File: src/rtl/bram_initiator_pkg.sv
// Shared types and sizing helpers for the block-RAM port initiator.
// Response entry layout, MSB to LSB: {data, write, error}.
package bram_initiator_pkg;

    localparam int unsigned RESP_DATA_W = 32;

    // Response entry at the default 32-bit word width.
    typedef struct packed {
        logic [RESP_DATA_W-1:0] data;
        logic                   write;
        logic                   error;
    } resp_entry_t;

    localparam int unsigned RESP_ENTRY_W = $bits(resp_entry_t);

    // Packed entry width for an arbitrary data width.
    function automatic int unsigned entry_width(input int unsigned data_w);
        return data_w + 2;
    endfunction

    // Pointer width for a power-of-two FIFO depth.
    function automatic int unsigned ptr_width(input int unsigned depth);
        return (depth > 1) ? $clog2(depth) : 1;
    endfunction

endpackage

File: src/rtl/bram_resp_fifo.sv
// Synchronous response FIFO with occupancy count.
// Ports: clock, reset (async, active-high), push/push_data, pop,
//        head_data (current head entry), count (entries held).
// Pops on an empty FIFO are ignored; the caller prevents overflow.
module bram_resp_fifo
    import bram_initiator_pkg::*;
#(
    parameter int unsigned WIDTH = 34,
    parameter int unsigned DEPTH = 4
) (
    input  logic                          clock,
    input  logic                          reset,
    input  logic                          push,
    input  logic [WIDTH-1:0]              push_data,
    input  logic                          pop,
    output logic [WIDTH-1:0]              head_data,
    output logic [ptr_width(DEPTH):0]     count
);

    localparam int unsigned PTR_W = ptr_width(DEPTH);
    localparam int unsigned CNT_W = PTR_W + 1;

    logic [WIDTH-1:0] storage [DEPTH];
    logic [PTR_W-1:0] wr_ptr;
    logic [PTR_W-1:0] rd_ptr;
    logic             do_pop;

    assign do_pop    = pop & (count != '0);
    assign head_data = storage[rd_ptr];

    // Entry storage needs no reset: the head is only observed when count != 0.
    always_ff @(posedge clock) begin
        if (push) begin
            storage[wr_ptr] <= push_data;
        end
    end

    // Pointers wrap naturally since DEPTH is a power of two.
    always_ff @(posedge clock or posedge reset) begin
        if (reset) begin
            wr_ptr <= '0;
            rd_ptr <= '0;
            count  <= '0;
        end else begin
            if (push) begin
                wr_ptr <= wr_ptr + PTR_W'(1);
            end
            if (do_pop) begin
                rd_ptr <= rd_ptr + PTR_W'(1);
            end
            case ({push, do_pop})
                2'b10:   count <= count + CNT_W'(1);
                2'b01:   count <= count - CNT_W'(1);
                default: count <= count;
            endcase
        end
    end

endmodule

File: src/rtl/bram_port_initiator.sv
// Request-side driver for one port of a simple dual-port block RAM
// (1-cycle registered read, write-through readback, no backpressure).
// Ports:
//   clock, reset                 : clock, async active-high reset
//   req_valid/req_ready/req_*    : request stream (write flag, address, data)
//   ram_writeEnable/address/writeData, ram_readData : raw RAM port
//   resp_valid/resp_ready/resp_* : response stream (data, write flag, error)
// Optional: define BRAM_INITIATOR_STATS_EN to add the saturating
//   stat_reads / stat_writes / stat_stalls counters.
module bram_port_initiator
    import bram_initiator_pkg::*;
#(
    parameter int unsigned DATA_WIDTH    = 32,
    parameter int unsigned ADDRESS_WIDTH = 32,
    parameter int unsigned INDEX_BITS    = 8,
    parameter int unsigned RESP_DEPTH    = 4
) (
    input  logic                     clock,
    input  logic                     reset,
    input  logic                     req_valid,
    output logic                     req_ready,
    input  logic                     req_write,
    input  logic [ADDRESS_WIDTH-1:0] req_address,
    input  logic [DATA_WIDTH-1:0]    req_data,
    output logic                     ram_writeEnable,
    output logic [ADDRESS_WIDTH-1:0] ram_address,
    output logic [DATA_WIDTH-1:0]    ram_writeData,
    input  logic [DATA_WIDTH-1:0]    ram_readData,
    output logic                     resp_valid,
    input  logic                     resp_ready,
    output logic [DATA_WIDTH-1:0]    resp_data,
    output logic                     resp_write,
    output logic                     resp_error
`ifdef BRAM_INITIATOR_STATS_EN
    ,
    output logic [31:0]              stat_reads,
    output logic [31:0]              stat_writes,
    output logic [31:0]              stat_stalls
`endif
);

    localparam int unsigned PTR_W   = ptr_width(RESP_DEPTH);
    localparam int unsigned CNT_W   = PTR_W + 1;
    localparam int unsigned OCC_W   = CNT_W + 1;
    localparam int unsigned ENTRY_W = entry_width(DATA_WIDTH);

    logic                  accept;
    logic                  oor;
    logic                  inflight;
    logic                  infl_write;
    logic                  infl_oor;
    logic [DATA_WIDTH-1:0] infl_data;
    logic [CNT_W-1:0]      fifo_count;
    logic [OCC_W-1:0]      occupancy;
    logic [ENTRY_W-1:0]    push_entry;
    logic [ENTRY_W-1:0]    head_entry;
    logic                  pop;

    // Address range check: any set bit above the RAM index is out of range.
    if (INDEX_BITS >= ADDRESS_WIDTH) begin : g_no_range
        assign oor = 1'b0;
    end else begin : g_range
        assign oor = |req_address[ADDRESS_WIDTH-1:INDEX_BITS];
    end

    // Reserve a FIFO slot for every accepted request, including the one in flight.
    always_comb begin
        occupancy = OCC_W'(fifo_count) + OCC_W'(inflight);
        req_ready = ~reset & (occupancy < OCC_W'(RESP_DEPTH));
        accept    = req_valid & req_ready;
    end

    // Combinational RAM drive; out-of-range writes are suppressed.
    assign ram_address     = req_address;
    assign ram_writeData   = req_data;
    assign ram_writeEnable = accept & req_write & ~oor;

    // Issue stage: remembers what the RAM will answer next cycle.
    always_ff @(posedge clock or posedge reset) begin
        if (reset) begin
            inflight   <= 1'b0;
            infl_write <= 1'b0;
            infl_oor   <= 1'b0;
            infl_data  <= '0;
        end else begin
            inflight <= accept;
            if (accept) begin
                infl_write <= req_write;
                infl_oor   <= oor;
                infl_data  <= req_data;
            end
        end
    end

    // Capture: writes echo the issued data, which equals the RAM's write-through readback.
    always_comb begin
        push_entry = '0;
        if (!infl_oor) begin
            push_entry[ENTRY_W-1:2] = infl_write ? infl_data : ram_readData;
        end
        push_entry[1] = infl_write;
        push_entry[0] = infl_oor;
    end

    assign pop = resp_valid & resp_ready;

    bram_resp_fifo #(
        .WIDTH (ENTRY_W),
        .DEPTH (RESP_DEPTH)
    ) u_resp_fifo (
        .clock     (clock),
        .reset     (reset),
        .push      (inflight),
        .push_data (push_entry),
        .pop       (pop),
        .head_data (head_entry),
        .count     (fifo_count)
    );

    // Response outputs are forced to zero whenever the FIFO is empty.
    always_comb begin
        resp_valid = (fifo_count != '0);
        resp_data  = resp_valid ? head_entry[ENTRY_W-1:2] : '0;
        resp_write = resp_valid & head_entry[1];
        resp_error = resp_valid & head_entry[0];
    end

`ifdef BRAM_INITIATOR_STATS_EN
    // Saturating activity counters.
    always_ff @(posedge clock or posedge reset) begin
        if (reset) begin
            stat_reads  <= '0;
            stat_writes <= '0;
            stat_stalls <= '0;
        end else begin
            if (accept && !req_write && (stat_reads != '1)) begin
                stat_reads <= stat_reads + 32'(1);
            end
            if (accept && req_write && (stat_writes != '1)) begin
                stat_writes <= stat_writes + 32'(1);
            end
            if (req_valid && !req_ready && (stat_stalls != '1)) begin
                stat_stalls <= stat_stalls + 32'(1);
            end
        end
    end
`endif

endmodule

File: config.mk
export PLATFORM = sky130hd
export DESIGN_NAME = bram_port_initiator
export DESIGN_NICKNAME = d
export VERILOG_FILES = /design/src/rtl/bram_initiator_pkg.sv /design/src/rtl/bram_resp_fifo.sv /design/src/rtl/bram_port_initiator.sv
export SDC_FILE = /design/constraint.sdc
export NUM_CORES = 1
export LEC_CHECK = 0
export CAP_MARGIN = 10
export CORE_MARGIN = 2
export CORE_UTILIZATION = 53
export DETAILED_ROUTE_END_ITERATION = 7
export PLACE_DENSITY = 0.88
export SYNTH_ARGS = -nofsm -noshare
export SYNTH_HDL_FRONTEND = slang
export SYNTH_SLANG_ARGS = --single-unit
File: constraint.sdc
create_clock -name clock -period 5.2 [get_ports clock]
set_input_delay 1.04 -clock clock [delete_from_list [all_inputs] [get_ports clock]]
set_output_delay 1.04 -clock clock [all_outputs]
set_load 0.05 [all_outputs]
==> results of run 1 <==
[how the worst max path moves through the flow]
stage               cells after the start               to                  from
floorplan                               3  ram_writeEnable                 reset
global route                            5  ram_writeEnable       req_address[24]
CTS                                     3     resp_data[7]  u_resp_fifo.count[0]
finish                                  5  ram_writeEnable       req_address[20]
detailed placement                      5  ram_writeEnable       req_address[13]
global placement                        5  ram_writeEnable        req_address[9]
[metal layers]
metal / GRT usage / vias to the layer above / part of all wire
met5: 0 / - / 0
met4: 0.0614 / 0 / 0.011
met3: 0.0477 / 16 / 0.051
met2: 0.404 / 149 / 0.56
met1: 0.255 / 2232 / 0.38
li1: - / 1950 / -
[layout make-up]
type / instances / area (sq um)
Clock buffer: 19 / 443
Multi-Input combinational cell: 202 / 2200
Timing Repair Buffer: 189 / 1900
Tap cell: 184 / 230
Fill cell: 970 / 4510
Inverter: 9 / 38.8
Clock inverter: 13 / 181
Sequential cell: 178 / 5140
[through the flow]
stage	cell area (sq um)	hold slack [ns]	power, mW	instances	setup slack (ns)
floorplan	8010	0.474	3.74	477	1.27
global placement	9480	0.489	4.34	761	1.21
detailed placement	9480	0.499	4.42	761	1.18
CTS	10100	0.516	5.76	793	1.13
global route	10100	0.530	5.95	794	1.03
finish	10100	0.510	5.73	794	1.17
[sequential cells by signal, indices dropped and copies added, names as in the netlist]
name                 count
infl_data               32
inflight                 1
u_resp_fifo.rd_ptr       2
infl_write               1
infl_oor                 1
u_resp_fifo.storage    136
u_resp_fifo.wr_ptr       2
u_resp_fifo.count        3
[critical path, cell delays in order]
cell and delay (ns):
clkdlybuf4s50_1 0.41, nor4_1 0.33, nand4_1 0.17, nor3_1 0.20
clkdlybuf4s50_1 0.83
[report_power, final]
group          leakage [nW]  internal, mW  switching [mW]
sequential             1.75          1.76           0.297
clock                 0.306         0.819           0.520
combinational          1.61          1.07            1.25
total                  3.67          3.65            2.07
[cells in the final DEF, fill, tap and decap left out, types with 2 or more instances in the layout]
cell type / instances
and2_1: 35
and2_2: 4
buf_4: 3
bufinv_16: 4
clkbuf_16: 17
clkdlybuf4s50_1: 185
clkinv_2: 3
clkinv_4: 2
dfrtp_1: 39
dfrtp_2: 3
edfxtp_1: 136
ha_1: 5
inv_1: 7
inv_6: 3
mux2_2: 4
mux2_4: 28
mux2i_1: 33
mux4_2: 34
nand2_1: 2
nand3_1: 2
nor2_1: 33
nor4_1: 6
o21ai_0: 2
xnor2_1: 2
xor2_1: 4
[cell families (layout without fill, tap and decap cells)]
group | count (synthesis) | count (layout)
buffers and inverters | 97 | 230
multiplexers | 99 | 99
flip-flops | 178 | 178
adder cells (fa/ha/maj) | 6 | 6
XOR/XNOR | 6 | 6
AND/OR/NAND/NOR | 86 | 86
AO/OA/AOI/OAI | 5 | 5
==> summary.txt, run 1 <==
Area contributors post-synth: edfxtp_1, dfrtp_1, mux4_2
largest family of logic cells by synthesized area: multiplexers
Synth top area share: 0.510
root buffer cell: clkbuf_16
first drt pass iteration count: 4
Reg2Reg Depth: 8
Synthesis Warnings: 0
vias per cell: 5.47
Tmin final: 4.03 ns
CTS resizes: 0
die area: 16100 sq um
simple-gate area share of the yosys netlist: 0.0557
initial antenna violation count: 0
setup violators final: 0
Worst R2R Start: u_resp_fifo.count[0]
Netlist cell types: 31
# Post-CTS Setup Buffers: 0
Vias: 4347
PwrDens: 565 nW/um^2
wire per inst: 21.2 um
flop2flop setup slack: 2.68 ns
Ports: 202
Inserted Diodes: 0
IO buf count: 185
register area share after synthesis: 0.641
clk buf depth: 2
hold crit path type: reg2reg
Max VDD drop: 0.363 mV
post-route DRC violation count: 0
DR iter-0 viols: 285
FFs w/ async S/R, synth: 0.236
final cycle utilization of the critical path: 0.775
Max Freq: 248 MHz
Hold-fix buffers, CTS: 0
core area: 14600 sq um
worst clock skew: 0.0111 ns
Synth Instances: 477
largest net degree at the start of global routing: 43
Clock transition at path regs: 0.06 ns
final wirelength: 16900 um
cts bufs inserted: 17
setup TNS: 0 ns
startpoint types: input pin
CP arrival: 2.99 ns
Avg Synthesized Cell Area: 16.8 sq um
Rows: 44
syn_nets: 584
GRT overflow: 0
fin. max-slew vios: 0
gpl congestion: 0.778
max-cap viol count: 0
Post-Syn Area: 8010 sq um
most common cell in the netlist: edfxtp_1
total global-route track usage: 0.218
R2R Path End: u_resp_fifo.count[2]
Hold Path Stages: 1
Crit Path Max Fanout: 2
area growth from synthesis to layout: 26.5%
crit path kind: in2out
Req. time, crit path: 4.16 ns
adder-cell share of the synthesized area: 0.0103
Top FF cell, synth: edfxtp_1
layout cells sized above 1: 0.182
DIE WIDTH: 127 um
setup repair after global routing missed its margin: no
CTS tree: done
Leak: 3.67 nW
Post-synth EDFFs: 136
cell taking the most area after synthesis: edfxtp_1
Crit. End Element: output port
first-pass GRT wire length: 26300 um
post-DP HPWL: 10700 um
nets@finish: 704
H-tree Lvls: 4
clock latency on the worst-skew pair: 0.41 ns
most frequent cells after synthesis: edfxtp_1, buf_4, dfrtp_1
Hold Fails Final Rpt: 0
Slew @ Worst Pin: 1.20 ns
Worst slew margin: 0.199
hold path startpoint: infl_data[13]
XOR/XNOR share of the synthesized area: 0.00656
Compound-Gate Fraction of Synth Area: 0.00656
outcome: complete, no violations
Sink Count: 178
Die Y-Extent: 127 um
mux contribution to synthesized area: 0.195
FF+latch count, synth: 178
ANT nets after route: 0
final core utilization: 0.692
vias in the first global route: 4804
Hold Path End: infl_data[13]
Initial Util: 0.547
(Power assumes the default switching activity.)
==> run 2: changes to the inputs <==
--- a/config.mk
+++ b/config.mk
@@ -7,9 +7,9 @@
 export LEC_CHECK = 0
 export CAP_MARGIN = 10
 export CORE_MARGIN = 2
-export CORE_UTILIZATION = 53
+export CORE_UTILIZATION = 49
 export DETAILED_ROUTE_END_ITERATION = 7
-export PLACE_DENSITY = 0.88
+export PLACE_DENSITY = 0.83
 export SYNTH_ARGS = -nofsm -noshare
 export SYNTH_HDL_FRONTEND = slang
 export SYNTH_SLANG_ARGS = --single-unit
==> constraint.sdc (replaced) <==
create_clock -name clock -period 4 [get_ports clock]
set_input_delay 0.8 -clock clock [delete_from_list [all_inputs] [get_ports clock]]
set_output_delay 0.8 -clock clock [all_outputs]
set_load 0.05 [all_outputs]
==> summary.txt, run 2 (synthesis results as in run 1) <==
outcome: complete, no violations
max layer used: met4
Reg2Reg Depth: 8
Crit Path Max Fanout: 37
CP arrival: 2.90 ns
setup repair after global routing missed its margin: no
wire per inst: 19.4 um
Slew @ Worst Pin: 1.17 ns
multi-input logic area: 2200 sq um
Sink Count: 178
M1 WL: 6440 um
Largest register FFs: 136
flop2flop setup slack: 1.20 ns
CTS tree: done
Hold-fix buffers, CTS: 0
post-DP HPWL: 10000 um
worst clock skew: 0.0124 ns
clk buf depth: 2
initial antenna violation count: 0
Non-Filler Instances: 825
post-route DRC violation count: 0
Reg area: 5140 sq um
nets@finish: 703
Biggest register: u_resp_fifo.storage
setup violators final: 0
met3 WL: 546 um
PwrDens: 718 nW/um^2
startpoint types: register
Ports: 202
Hold Path Stages: 1
commonest non-fill, non-tap cell in the layout: clkdlybuf4s50_1
H-tree Lvls: 4
Crit. End Element: output port
gpl congestion: 0.722
Max VDD drop: 0.386 mV
commonest cells after routing, fill and taps aside: clkdlybuf4s50_1, edfxtp_1, dfrtp_1, and2_1, mux4_2
Initial Util: 0.503
dpl cells: 793
die area: 17400 sq um
first drt pass iteration count: 6
hold crit path type: reg2reg
vias in the first global route: 4674
Die Y-Extent: 132 um
Req. time, crit path: 3.20 ns
layout cells sized above 1: 0.176
total global-route track usage: 0.190
Hold Fails Final Rpt: 0
setup TNS: 0 ns
fin. max-slew vios: 0
area growth from synthesis to layout: 25.9%
IO buf count: 185
GRT overflow: 0
ANT nets after route: 0
# Post-CTS Setup Buffers: 0
Leak: 3.62 nW
core area: 15900 sq um
Inserted Diodes: 0
CTS resizes: 0
first-pass GRT wire length: 25300 um
DR iter-0 viols: 265
Top Registers: u_resp_fifo.storage x136, infl_data x32, u_resp_fifo.count x3
crit path kind: reg2out
root buffer cell: clkbuf_16
final cycle utilization of the critical path: 0.924
clock latency on the worst-skew pair: 0.42 ns
Clock transition at path regs: 0.07 ns
cts bufs inserted: 17
vias per cell: 5.16
largest net degree at the start of global routing: 43
Vias: 4254
DR WL met2: 8770 um
DIE WIDTH: 132 um
Rows: 46
Max Freq: 271 MHz
Fillers: 1141
Tmin final: 3.70 ns
final wirelength: 16000 um
max-cap viol count: 0
Worst slew margin: 0.223
## run 2: changes by cell type in the layout (fill, tap and decap cells not counted), moves of 2 or more
cell | before | now
bufinv_16 | 4 | 2
clkbuf_1 | 1 | 4
clkinv_2 | 3 | 1
inv_6 | 3 | 1
## run 2: path summary, 6_finish.rpt
check | startpoint | to
setup / recovery | u_resp_fifo.count[0] | resp_data[27]
hold / removal | infl_data[12] | infl_data[12]
setup reg to reg | u_resp_fifo.count[0] | u_resp_fifo.count[2]
hold reg to reg | infl_data[12] | infl_data[12]
max in group asynchronous | reset | u_resp_fifo.rd_ptr[1]
min in group asynchronous | reset | u_resp_fifo.count[1]
## run 2: power by group
group	switching [mW]	leakage, nW	internal [mW]	total [mW]
Combinational	1.64	1.60	1.37	3.01
Clock	0.661	0.273	0.951	1.61
Sequential	0.333	1.75	2.29	2.63
## run 2: final cells by class
type / instances / area share
clock buffers: 23 / 0.0464
clock inverters: 9 / 0.0104
inverters: 9 / 0.00384
multi-input cells: 202 / 0.218
flip-flops and latches: 178 / 0.509
well taps: 216 / 0.0268
repair buffers: 188 / 0.185
## run 2: per-layer routing
| metal | GRT usage | vias up |
|---|---|---|
| met5 | 0 | - |
| met1 | 0.225 | 2176 |
| li1 | - | 1947 |
| met3 | 0.0392 | 18 |
| met2 | 0.347 | 113 |
| met4 | 0.0598 | 0 |
## run 2: worst max-delay path, cell delays in order (launching register included)
cell and delay (ns):
dfrtp_1 0.45, or3_1 0.93, and2_1 0.25, clkdlybuf4s50_1 0.82
## run 2: metrics by stage
stage	util	total power [mW]	setup slack (ns)	hold slack, ns	cell area (sq um)
3_3_place_gp	0.597	5.64	0.769	0.489	9520
2_1_floorplan	-	4.86	0.549	0.474	8010
5_1_grt	0.633	7.55	0.141	0.533	10100
3_5_place_dp	0.597	5.71	0.706	0.499	9520
6_report	0.633	7.25	0.304	0.509	10100
4_1_cts	0.633	7.33	0.237	0.516	10100
